--- src/rtl/counter_pkg.sv ---
// Shared constants for the parameterised counter family: parameter limits and
// the encoding of the limit-mode input.
package counter_pkg;

   localparam int unsigned MAX_WIDTH    = 32;
   localparam int unsigned MIN_WIDTH    = 2;
   localparam int unsigned MAX_PRESCALE = 65535;
   localparam int unsigned PRE_W        = 16;

   // Behaviour at the count bound: wrap around or stick at the bound.
   typedef enum logic {
      WRAP = 1'b0,
      SAT  = 1'b1
   } limit_mode_e;

endpackage : counter_pkg

--- src/rtl/param_counter_tick_divider.sv ---
// tick_divider: counts enabled edges 0..PRESCALE-1 and emits a one-cycle tick
// on the edge that completes a full PRESCALE period. Only instantiated by
// param_counter when PARAM_COUNTER_PRESCALE_EN is defined.
module tick_divider
   import counter_pkg::*;
#(
   parameter int unsigned PRESCALE = 1
) (
   input  logic clock,
   input  logic reset_n,
   input  logic clear,
   input  logic enable,
   output logic tick
);

   localparam logic [PRE_W-1:0] LAST_V = PRE_W'(PRESCALE - 1);
   localparam logic [PRE_W-1:0] ONE_V  = PRE_W'(1'b1);
   localparam logic [PRE_W-1:0] ZERO_V = {PRE_W{1'b0}};

   logic [PRE_W-1:0] cnt_q;
   logic [PRE_W-1:0] cnt_d;

   // A tick fires on the enabled edge that finishes the current period.
   assign tick = enable && (cnt_q == LAST_V);

   // Next divider count: clear wins, wrap at the period end, hold when idle.
   always_comb begin
      cnt_d = cnt_q;
      if (clear) begin
         cnt_d = ZERO_V;
      end else if (enable) begin
         if (cnt_q == LAST_V) begin
            cnt_d = ZERO_V;
         end else begin
            cnt_d = cnt_q + ONE_V;
         end
      end else begin
         cnt_d = cnt_q;
      end
   end

   // Divider state register with asynchronous reset.
   always_ff @(posedge clock or negedge reset_n) begin
      if (!reset_n) begin
         cnt_q <= ZERO_V;
      end else begin
         cnt_q <= cnt_d;
      end
   end

endmodule : tick_divider

--- src/rtl/param_counter.sv ---
// param_counter: up/down counter with a programmable upper bound MAX, wrap or
// saturate limit mode, synchronous clear/load and a registered terminal-count
// pulse. Optional enabled-edge prescaler under PARAM_COUNTER_PRESCALE_EN.
module param_counter
   import counter_pkg::*;
#(
   parameter int unsigned     WIDTH    = 8,
   parameter longint unsigned MAX      = (64'd1 << WIDTH) - 64'd1,
   parameter int unsigned     PRESCALE = 1
) (
   input  logic             clock,
   input  logic             reset_n,
   input  logic             clear,
   input  logic             load,
   input  logic [WIDTH-1:0] load_value,
   input  logic             enable,
   input  logic             up,
   input  logic             saturate,
   output logic [WIDTH-1:0] q,
   output logic             tc
);

   // Parameter legality is checked while elaborating so bad builds never run.
   if ((WIDTH < MIN_WIDTH) || (WIDTH > MAX_WIDTH)) begin : g_bad_width
      $error("param_counter: WIDTH %0d outside %0d..%0d", WIDTH, MIN_WIDTH, MAX_WIDTH);
   end
   if ((MAX < 64'd1) || (MAX > ((64'd1 << WIDTH) - 64'd1))) begin : g_bad_max
      $error("param_counter: MAX %0d outside 1..2**WIDTH-1", MAX);
   end
   if ((PRESCALE < 1) || (PRESCALE > MAX_PRESCALE)) begin : g_bad_prescale
      $error("param_counter: PRESCALE %0d outside 1..%0d", PRESCALE, MAX_PRESCALE);
   end

   localparam logic [WIDTH-1:0] MAX_V  = MAX[WIDTH-1:0];
   localparam logic [WIDTH-1:0] ONE_V  = WIDTH'(1'b1);
   localparam logic [WIDTH-1:0] ZERO_V = {WIDTH{1'b0}};

   logic [WIDTH-1:0] q_q;
   logic [WIDTH-1:0] q_d;
   logic             tc_q;
   logic             tc_d;
   logic             tick_s;
   logic             step_s;
   limit_mode_e      mode_s;

`ifdef PARAM_COUNTER_PRESCALE_EN
   logic div_clear_s;

   // Any clear or load restarts the prescale period.
   assign div_clear_s = clear | load;

   tick_divider #(
      .PRESCALE (PRESCALE)
   ) u_tick_divider (
      .clock   (clock),
      .reset_n (reset_n),
      .clear   (div_clear_s),
      .enable  (enable),
      .tick    (tick_s)
   );
`else
   assign tick_s = 1'b1;
`endif

   assign mode_s = limit_mode_e'(saturate);
   assign step_s = enable & tick_s & ~clear & ~load;

   // Next count and terminal-count: clear > load > step > hold.
   always_comb begin
      q_d  = q_q;
      tc_d = 1'b0;
      if (clear) begin
         q_d = ZERO_V;
      end else if (load) begin
         if (load_value > MAX_V) begin
            q_d = MAX_V;
         end else begin
            q_d = load_value;
         end
      end else if (step_s) begin
         if (up) begin
            if (q_q >= MAX_V) begin
               tc_d = 1'b1;
               q_d  = (mode_s == SAT) ? MAX_V : ZERO_V;
            end else begin
               q_d = q_q + ONE_V;
            end
         end else begin
            if (q_q == ZERO_V) begin
               tc_d = 1'b1;
               q_d  = (mode_s == SAT) ? ZERO_V : MAX_V;
            end else begin
               q_d = q_q - ONE_V;
            end
         end
      end else begin
         q_d = q_q;
      end
   end

   // Count and terminal-count registers with asynchronous reset.
   always_ff @(posedge clock or negedge reset_n) begin
      if (!reset_n) begin
         q_q  <= ZERO_V;
         tc_q <= 1'b0;
      end else begin
         q_q  <= q_d;
         tc_q <= tc_d;
      end
   end

   assign q  = q_q;
   assign tc = tc_q;

endmodule : param_counter

--- config.mk ---
export PLATFORM = sky130hd
export DESIGN_NAME = param_counter
export DESIGN_NICKNAME = d
export VERILOG_FILES = /design/src/rtl/counter_pkg.sv /design/src/rtl/param_counter_tick_divider.sv /design/src/rtl/param_counter.sv
export SDC_FILE = /design/constraint.sdc
export NUM_CORES = 1
export LEC_CHECK = 0
export CAP_MARGIN = 20
export CORE_ASPECT_RATIO = 1.75
export CORE_UTILIZATION = 35
export CTS_BUF_LIST = sky130_fd_sc_hd__clkbuf_4
export CTS_CLUSTER_SIZE = 30
export DETAILED_ROUTE_END_ITERATION = 12
export DONT_BUFFER_PORTS = 1
export GPL_ROUTABILITY_DRIVEN = 0
export PLACE_DENSITY = 0.49
export SKIP_CTS_REPAIR_TIMING = 1
export SLEW_MARGIN = 0
export SYNTH_ARGS = -nofsm -noshare
export SYNTH_HDL_FRONTEND = slang
export SYNTH_SLANG_ARGS = --single-unit
--- constraint.sdc ---
create_clock -name clock -period 4.3 [get_ports clock]
set_input_delay 0.645 -clock clock [delete_from_list [all_inputs] [get_ports clock]]
set_output_delay 0.645 -clock clock [all_outputs]
set_load 0.02 [all_outputs]
==> results of run 1 <==
[cells by family (layout without fill, tap and decap cells)]
kind of cell,after synthesis,count (layout),synth area share [%]
and+or+nand+nor,38,38,25.1
AOI/OAI and AO/OA,37,37,30.8
buffers and inverters,15,13,7.39
DFF,9,9,25.1
xor gates and xnor gates,4,4,3.90
adders and majority gates,3,3,4.18
muxes,3,3,3.49
[power by group]
part	internal, mW	switching (mW)	total, mW
Sequential	0.0904	0.0252	0.116
Clock	0.0419	0.0268	0.0687
Combinational	0.0331	0.0348	0.0680
Total	0.165	0.0868	0.252
[cell usage in the layout, fill, tap and decap left out, drive strengths merged, types with 3 or more instances in the layout]
| cell type | count |
|---|---|
| a21oi | 11 |
| inv | 9 |
| o21ai | 9 |
| dfrtp | 9 |
| nand2 | 7 |
| and3 | 5 |
| nor3 | 5 |
| nor2 | 5 |
| nand4 | 4 |
| nand3 | 4 |
| xnor2 | 4 |
| clkbuf | 4 |
| ha | 3 |
[worst max-delay path: cells and delay by family (launching register included)]
kind	cells	cell delay, ns
simple gates	2	0.54
fa+ha+maj	1	0.27
flops	1	0.58
compound gates	3	0.80
[cell usage after synthesis (2+ instances only)]
cell	count
or3_1	2
ha_1	3
nor2_1	4
nand4_1	4
xnor2_1	4
buf_4	2
o21ai_0	9
and3_1	5
dfrtp_1	9
nor3_1	5
buf_2	2
a21oi_1	11
clkbuf_1	2
nand3_1	4
o211ai_1	2
a221o_1	2
inv_1	9
mux2i_1	2
nand2_1	7
[metal layers]
metal	vias up	share of wire, %	global-route usage [%]	wire, µm
li1	409	-	-	-
met3	8	5.1	2.88	119
met2	26	52	33.7	1230
met1	387	39	24.4	919
met5	-	0	0	0
met4	0	3.5	12.5	82
[cell type report]
cell class | instances | area (µm²) | area share (%)
clock buffers | 4 | 30.0 | 3.24
well taps | 25 | 31.3 | 3.38
flip-flops and latches | 9 | 225 | 24.3
inverters | 9 | 33.8 | 3.65
multi-input cells | 85 | 606 | 65.4
[worst max path at each step]
stage | depth (start not counted) | slack [ns] | to
floorplan | 6 | 2.27 | q[0]$_DFFE_PN0P_
global placement | 6 | 2.07 | q[0]$_DFFE_PN0P_
detailed placement | 6 | 2.02 | q[0]$_DFFE_PN0P_
CTS | 6 | 2.01 | q[0]$_DFFE_PN0P_
global route | 6 | 1.82 | q[0]$_DFFE_PN0P_
finish | 6 | 1.99 | q[0]$_DFFE_PN0P_
[registers in the layout, summed over array words and instances, names as in the netlist]
name  flops
q         8
tc        1
==> impl_results.md, run 1 <==
- Status: finished clean
- Number of synthesized flops with an enable pin: 0
- Area Overhead vs Synth: 3.21%
- Vias: 830
- Die width: 40.3 µm
- CTS root buf: clkbuf_4
- Clk_skew: ~0.0021 ns
- MaxCap Viol Count: 0
- Final WS setup: 1.99 ns
- Slowest stage delay, CP: 0.58 ns
- Final Util: 39.2%
- Placement Setup Slack: between 2 and 2.5 ns
- Largest net degree at the start of global routing: 13
- Post-DP HPWL: 1870 µm
- Slowest-stage cell, CP: dfrtp_1
- Setup crit start: q[1]$_DFFE_PN0P_
- Final Cell Area: 926 µm²
- Min-Delay Path Class: in2async
- Setup violators final: 0
- Die H: 69.0 µm
- Clock transition at the registers of the reported paths: 0.06 ns
- IO Pins: 24
- Via-per-instance ratio: 6.29
- Final-stage net count: approximately 130
- Unique masters post-synth: 40
- Initial antenna violation count: 0
- Register bit count reported by yosys: 9
- Dpl cells: 128
- Row Count: 23
- TritonCTS clock tree: built
- Initial DRC Count: 19
- Synth area leaders: dfrtp_1 25%, a21oi_1 6.1%, o21ai_0 5.0%, ha_1 4.2%, xnor2_1 3.9%
- Dominant synthesized flop cell: dfrtp_1
- Reg2reg end: q[0]$_DFFE_PN0P_
- Filler cells: 281
- RSZ-0062 raised after global routing: no
- Starting Density: 38.0%
- Slew @ Worst Pin: about 0.54 ns
- Register area share after synthesis: 25.1%
- H-tree Lvls: 1
- CP Data Required Time: approximately 4.4 ns
- Port Buf Inserts: 0
- Mapped cell area: 897 µm²
- Setup_tns: 0 ns
- Worst EP arrival: 2.45 ns
- Final hold violations: 0
- Synth Area per Inst: 8.23 µm²
- Die area: 2780 µm²
- Number of synthesis warnings: 0
- Reg2reg setup slack: 1.99 ns
- PwrDens: 272 nW/µm²
- Mapped Cells: about 110
- Final max-slew violation count: 0
- CP Cell Sequence: ha_1, nand4_1, or2_4, o311ai_4, o21ba_2, o221a_1
- Placed cell area: 896 µm²
- Worst R2R Path Depth: 6
- Final period utilization: 53.7%
- Critical Path Fanout Max: 8
- Final std cells w/o fill: between 100 and 150
- Remaining DRCs: 0
- GRT Total Usage: between 20 and 25%
- Proportion of layout cells with a drive suffix above 1: roughly an eighth
- CTS Buf Count: 3
- Fmax: ~430 MHz
- Hold WS: 0.0826 ns
- Diode count: 0
- Clock buffer depth: 2
- Clk_lat worst skew: 0.25 ns
- Worst IR drop on VDD: 0.164 mV
- Share of the synthesized area in the top cell type: about 25%
- Final wirelength: 2360 µm
- ANT nets after route: 0
- Worst setup SP type: register
- Leakage power: 0.387 nW
- Minimum clock period: 2.31 ns
- Crit Path Class: reg2reg
- Critical path endpoint category: register
- Post-Syn Nets: 127
- Cell taking the most area after synthesis: dfrtp_1
- Placeable Area: 2360 µm²
- Vias in the first global route: approximately 810
- FFs w/ async S/R, synth: 100%
- Grt total ovfl: 0
- Reg2reg start: q[1]$_DFFE_PN0P_
- Clock sink total: 9
- Tot Pwr: 0.252 mW
- First-pass GRT wire length: 3940 µm
- Routed length per instance: 17.8 µm
- Normalized max-slew margin: a little under two thirds
- DRT Pass-1 Iters: 4
No activity file was read; power rests on OpenSTA's default activity.
==> run 2, diff against run 1 <==
--- a/config.mk
+++ b/config.mk
@@ -5,6 +5,7 @@
 export SDC_FILE = /design/constraint.sdc
 export NUM_CORES = 1
 export LEC_CHECK = 0
+export ABC_AREA = 1
 export CAP_MARGIN = 20
 export CORE_ASPECT_RATIO = 1.75
 export CORE_UTILIZATION = 35
@@ -13,7 +14,7 @@
 export DETAILED_ROUTE_END_ITERATION = 12
 export DONT_BUFFER_PORTS = 1
 export GPL_ROUTABILITY_DRIVEN = 0
-export PLACE_DENSITY = 0.49
+export PLACE_DENSITY = 0.51
 export SKIP_CTS_REPAIR_TIMING = 1
 export SLEW_MARGIN = 0
 export SYNTH_ARGS = -nofsm -noshare
==> constraint.sdc (replaced) <==
create_clock -name clock -period 2.1 [get_ports clock]
set_input_delay 0.315 -clock clock [delete_from_list [all_inputs] [get_ports clock]]
set_output_delay 0.315 -clock clock [all_outputs]
set_load 0.02 [all_outputs]
==> impl_results.md, run 2 <==
- Cell taking the most area after synthesis: nand2_1 (was dfrtp_1)
- CTS Buf Count: 3 (unchanged)
- Mapped cell area: 962 µm² (was 897 µm²)
- Die area: 2970 µm² (was 2780 µm²)
- Register area share after synthesis: 23.4% (was 25.1%)
- Die H: 71.4 µm (was 69.0 µm)
- Final-stage net count: 188 (was 126)
- Final Util: 39.6% (was 39.2%)
- Mapped Cells: 168 (was 109)
- CTS root buf: clkbuf_4 (unchanged)
- Number of synthesis warnings: 0 (unchanged)
- Slowest stage delay, CP: 0.54 ns (was 0.58 ns)
- Clock sink total: 9 (unchanged)
- Reg2reg start: q[0]$_DFFE_PN0P_ (was q[1]$_DFFE_PN0P_)
- Most common cell after layout, fill and taps aside: nand2_1 (was a21oi_1)
- Vias: 1006 (was 830)
- Hold path startpoint: up
- Clk_lat worst skew: 0.25 ns (about the same)
- Status: finished clean (unchanged)
- WP buf/inv: 0 (unchanged)
- Worst IR drop on VDD: 0.331 mV (was 0.164 mV)
- Clock buffer depth: 2 (unchanged)
- Synth Area per Inst: 5.73 µm² (was 8.23 µm²)
- CP Cell Sequence: ha_1, nand2_1, nor2_1, nand2_1, nand2_1, nand2_1, nand2_1, nand3_1, nand2_1, nand2_1, nand2_1 (was ha_1, nand4_1, or2_4, o311ai_4, o21ba_2, o221a_1)
- Unique masters post-synth: 21 (was 40)
- GRT Total Usage: 18.6% (was 20.6%)
- Initial DRC Count: 27 (was 19)
- DRT Pass-1 Iters: 4 (unchanged)
- Worst EP arrival: 1.95 ns (was 2.45 ns)
- Hold path endpoint: tc$_DFF_PN0_
- Post-DP HPWL: 2050 µm (was 1870 µm)
- Fmax: 571 MHz (was 433 MHz)
- Row Count: 24 (was 23)
- Most frequent cell after synthesis: nand2_1 (was a21oi_1)
- IO Pins: 24 (unchanged)
- Min-Delay Path Class: in2reg (was in2async)
- Most frequent cells in the layout: 71 x nand2_1, 19 x inv_1, 14 x nand3_1 (was 11 x a21oi_1, 9 x inv_1, 9 x o21ai_0, 9 x dfrtp_1, 7 x nand2_1)
- Clk_skew: 0.00254 ns (was 0.00212 ns)
- Top cells by count, synth: 71 x nand2_1, 19 x inv_1, 14 x nand3_1, 11 x nor2_1, 10 x o21ai_0 (was 11 x a21oi_1, 9 x dfrtp_1, 9 x inv_1, 9 x o21ai_0, 7 x nand2_1)
- Routed length per instance: 12.7 µm (was 17.8 µm)
- RSZ-0062 raised after global routing: no (unchanged)
- Diode count: 0 (unchanged)
- Placeable Area: 2550 µm² (was 2360 µm²)
- Clock transition at the registers of the reported paths: 0.06 ns (about the same)
- Die width: 41.6 µm (was 40.3 µm)
- Initial antenna violation count: 0 (unchanged)
- Via-per-instance ratio: 5.16 (was 6.29)
- Reg2reg setup slack: 0.35 ns (was 1.99 ns)
- Starting Density: 37.7% (was 38.0%)
- Slew @ Worst Pin: 0.492 ns (was 0.544 ns)
- Hold Path Cell Cnt: 2
- Critical path endpoint category: register (unchanged)
- CP delay by family, top: simple AND/OR/NAND/NOR gates (was compound AO/OA/AOI/OAI gates)
- Critical Path Fanout Max: 6 (was 8)
- Port Buf Inserts: 0 (unchanged)
- Leakage power: 0.545 nW (was 0.387 nW)
- TritonCTS clock tree: built (unchanged)
- Proportion of layout cells with a drive suffix above 1: 9.47% (was 13.1%)
- Vias in the first global route: 955 (was 808)
- Final wirelength: 2470 µm (was 2360 µm)
- Largest net degree at the start of global routing: 11 (was 13)
- Grt total ovfl: 0 (unchanged)
- Worst setup SP type: register (unchanged)
- Setup violators final: 0 (unchanged)
- PwrDens: 598 nW/µm² (was 272 nW/µm²)
- Minimum clock period: 1.75 ns (was 2.31 ns)
- Synth area leaders: nand2_1 28%, dfrtp_1 23%, inv_1 7.4%, nand3_1 7.3%, o21ai_0 5.2% (was dfrtp_1 25%, a21oi_1 6.1%, o21ai_0 5.0%, ha_1 4.2%, xnor2_1 3.9%)
- CP Data Required Time: 2.30 ns (was 4.44 ns)
- First-pass GRT wire length: 4320 µm (was 3940 µm)
- Setup_tns: 0 ns (unchanged)
- Worst R2R Path Depth: 11 (was 6)
- Max FFs per register: 8 (unchanged)
- Final period utilization: 83.4% (was 53.7%)
- Post-Syn Nets: 186 (was 127)
- H-tree Lvls: 1 (unchanged)
- Crit Path Class: reg2reg (unchanged)
- Final max-slew violation count: 0 (unchanged)
- Reg2reg end: q[6]$_DFFE_PN0P_ (was q[0]$_DFFE_PN0P_)
- Remaining DRCs: 0 (unchanged)
- Most used cell, CP: nand2_1
- Number of synthesized flops with an enable pin: 0 (unchanged)
- Final hold violations: 0 (unchanged)
- FFs w/ async S/R, synth: 100% (unchanged)
- ANT nets after route: 0 (unchanged)
- Register bit count reported by yosys: 9 (unchanged)
- Normalized max-slew margin: 67.2% (was 63.7%)
- Dominant synthesized flop cell: dfrtp_1 (unchanged)
- Slowest-stage cell, CP: dfrtp_1 (unchanged)
- Area Overhead vs Synth: 4.94% (was 3.21%)
- Share of the synthesized area in the top cell type: 27.7% (was 25.1%)
- MaxCap Viol Count: 0 (unchanged)
==> run 2: metal layers <==
layer | wire length, µm | track usage, %
met5 | 0 | 0
met3 | 93 | 2.52
met2 | 1290 | 32.8
met1 | 965 | 20.5
met4 | 119 | 11.1
==> run 2: worst max path at each step <==
stage / startpoint / end / slack, ns / cells past startpoint
floorplan: q[0]$_DFFE_PN0P_ / q[6]$_DFFE_PN0P_ / 0.59 / 10
global placement: q[0]$_DFFE_PN0P_ / q[6]$_DFFE_PN0P_ / 0.33 / 10
detailed placement: q[0]$_DFFE_PN0P_ / q[6]$_DFFE_PN0P_ / 0.34 / 10
CTS: q[0]$_DFFE_PN0P_ / q[6]$_DFFE_PN0P_ / 0.32 / 10
global route: q[0]$_DFFE_PN0P_ / q[6]$_DFFE_PN0P_ / 0.1 / 11
finish: q[0]$_DFFE_PN0P_ / q[6]$_DFFE_PN0P_ / 0.35 / 11
==> run 2: layout make-up <==
cell class / instances / area, µm²
fill: 293 / 1540
clock buffer: 4 / 30.0
timing repair buffer: 1 / 10.0
sequential: 9 / 225
multi-input combinational: 131 / 622
inverter: 24 / 90.1
tap: 26 / 32.5
==> run 2: cell families after synthesis <==
| logic type | synth area share, % |
|---|---|
| buffers and inverters | 12.0 |
| xor gates and xnor gates | 3.64 |
| DFF | 23.4 |
| and+or+nand+nor | 48.8 |
| adders and majority gates | 3.90 |
| AOI/OAI and AO/OA | 8.32 |
==> run 2: through the flow <==
step / worst slack, ns / cells / hold WS (ns) / cell area, µm² / power (mW)
global route: 0.0991 / 195 / 0.269 / 1010 / 0.662
detailed placement: 0.335 / 190 / 0.0197 / 970 / 0.460
finish: 0.349 / 195 / 0.271 / 1010 / 0.604
global placement: 0.326 / 190 / 0.0197 / 970 / 0.460
floorplan: 0.590 / 168 / 0.0194 / 962 / 0.420
CTS: 0.321 / 194 / -0.256 / 1000 / 0.606
==> run 2: power breakdown <==
| group | internal (mW) | leakage, nW | switching (mW) |
|---|---|---|---|
| combinational | 0.0783 | 0.408 | 0.135 |
| clock | 0.0859 | 0.0184 | 0.0569 |
| sequential | 0.189 | 0.118 | 0.0590 |
==> run 2: worst register-to-register path, stage by stage, from the launching register on <==
cell	delay, ns
dfrtp_1	0.54
ha_1	0.24
nand2_1	0.11
nor2_1	0.26
nand2_1	0.10
nand2_1	0.07
nand2_1	0.06
nand2_1	0.05
nand3_1	0.09
nand2_1	0.07
nand2_1	0.04
nand2_1	0.05
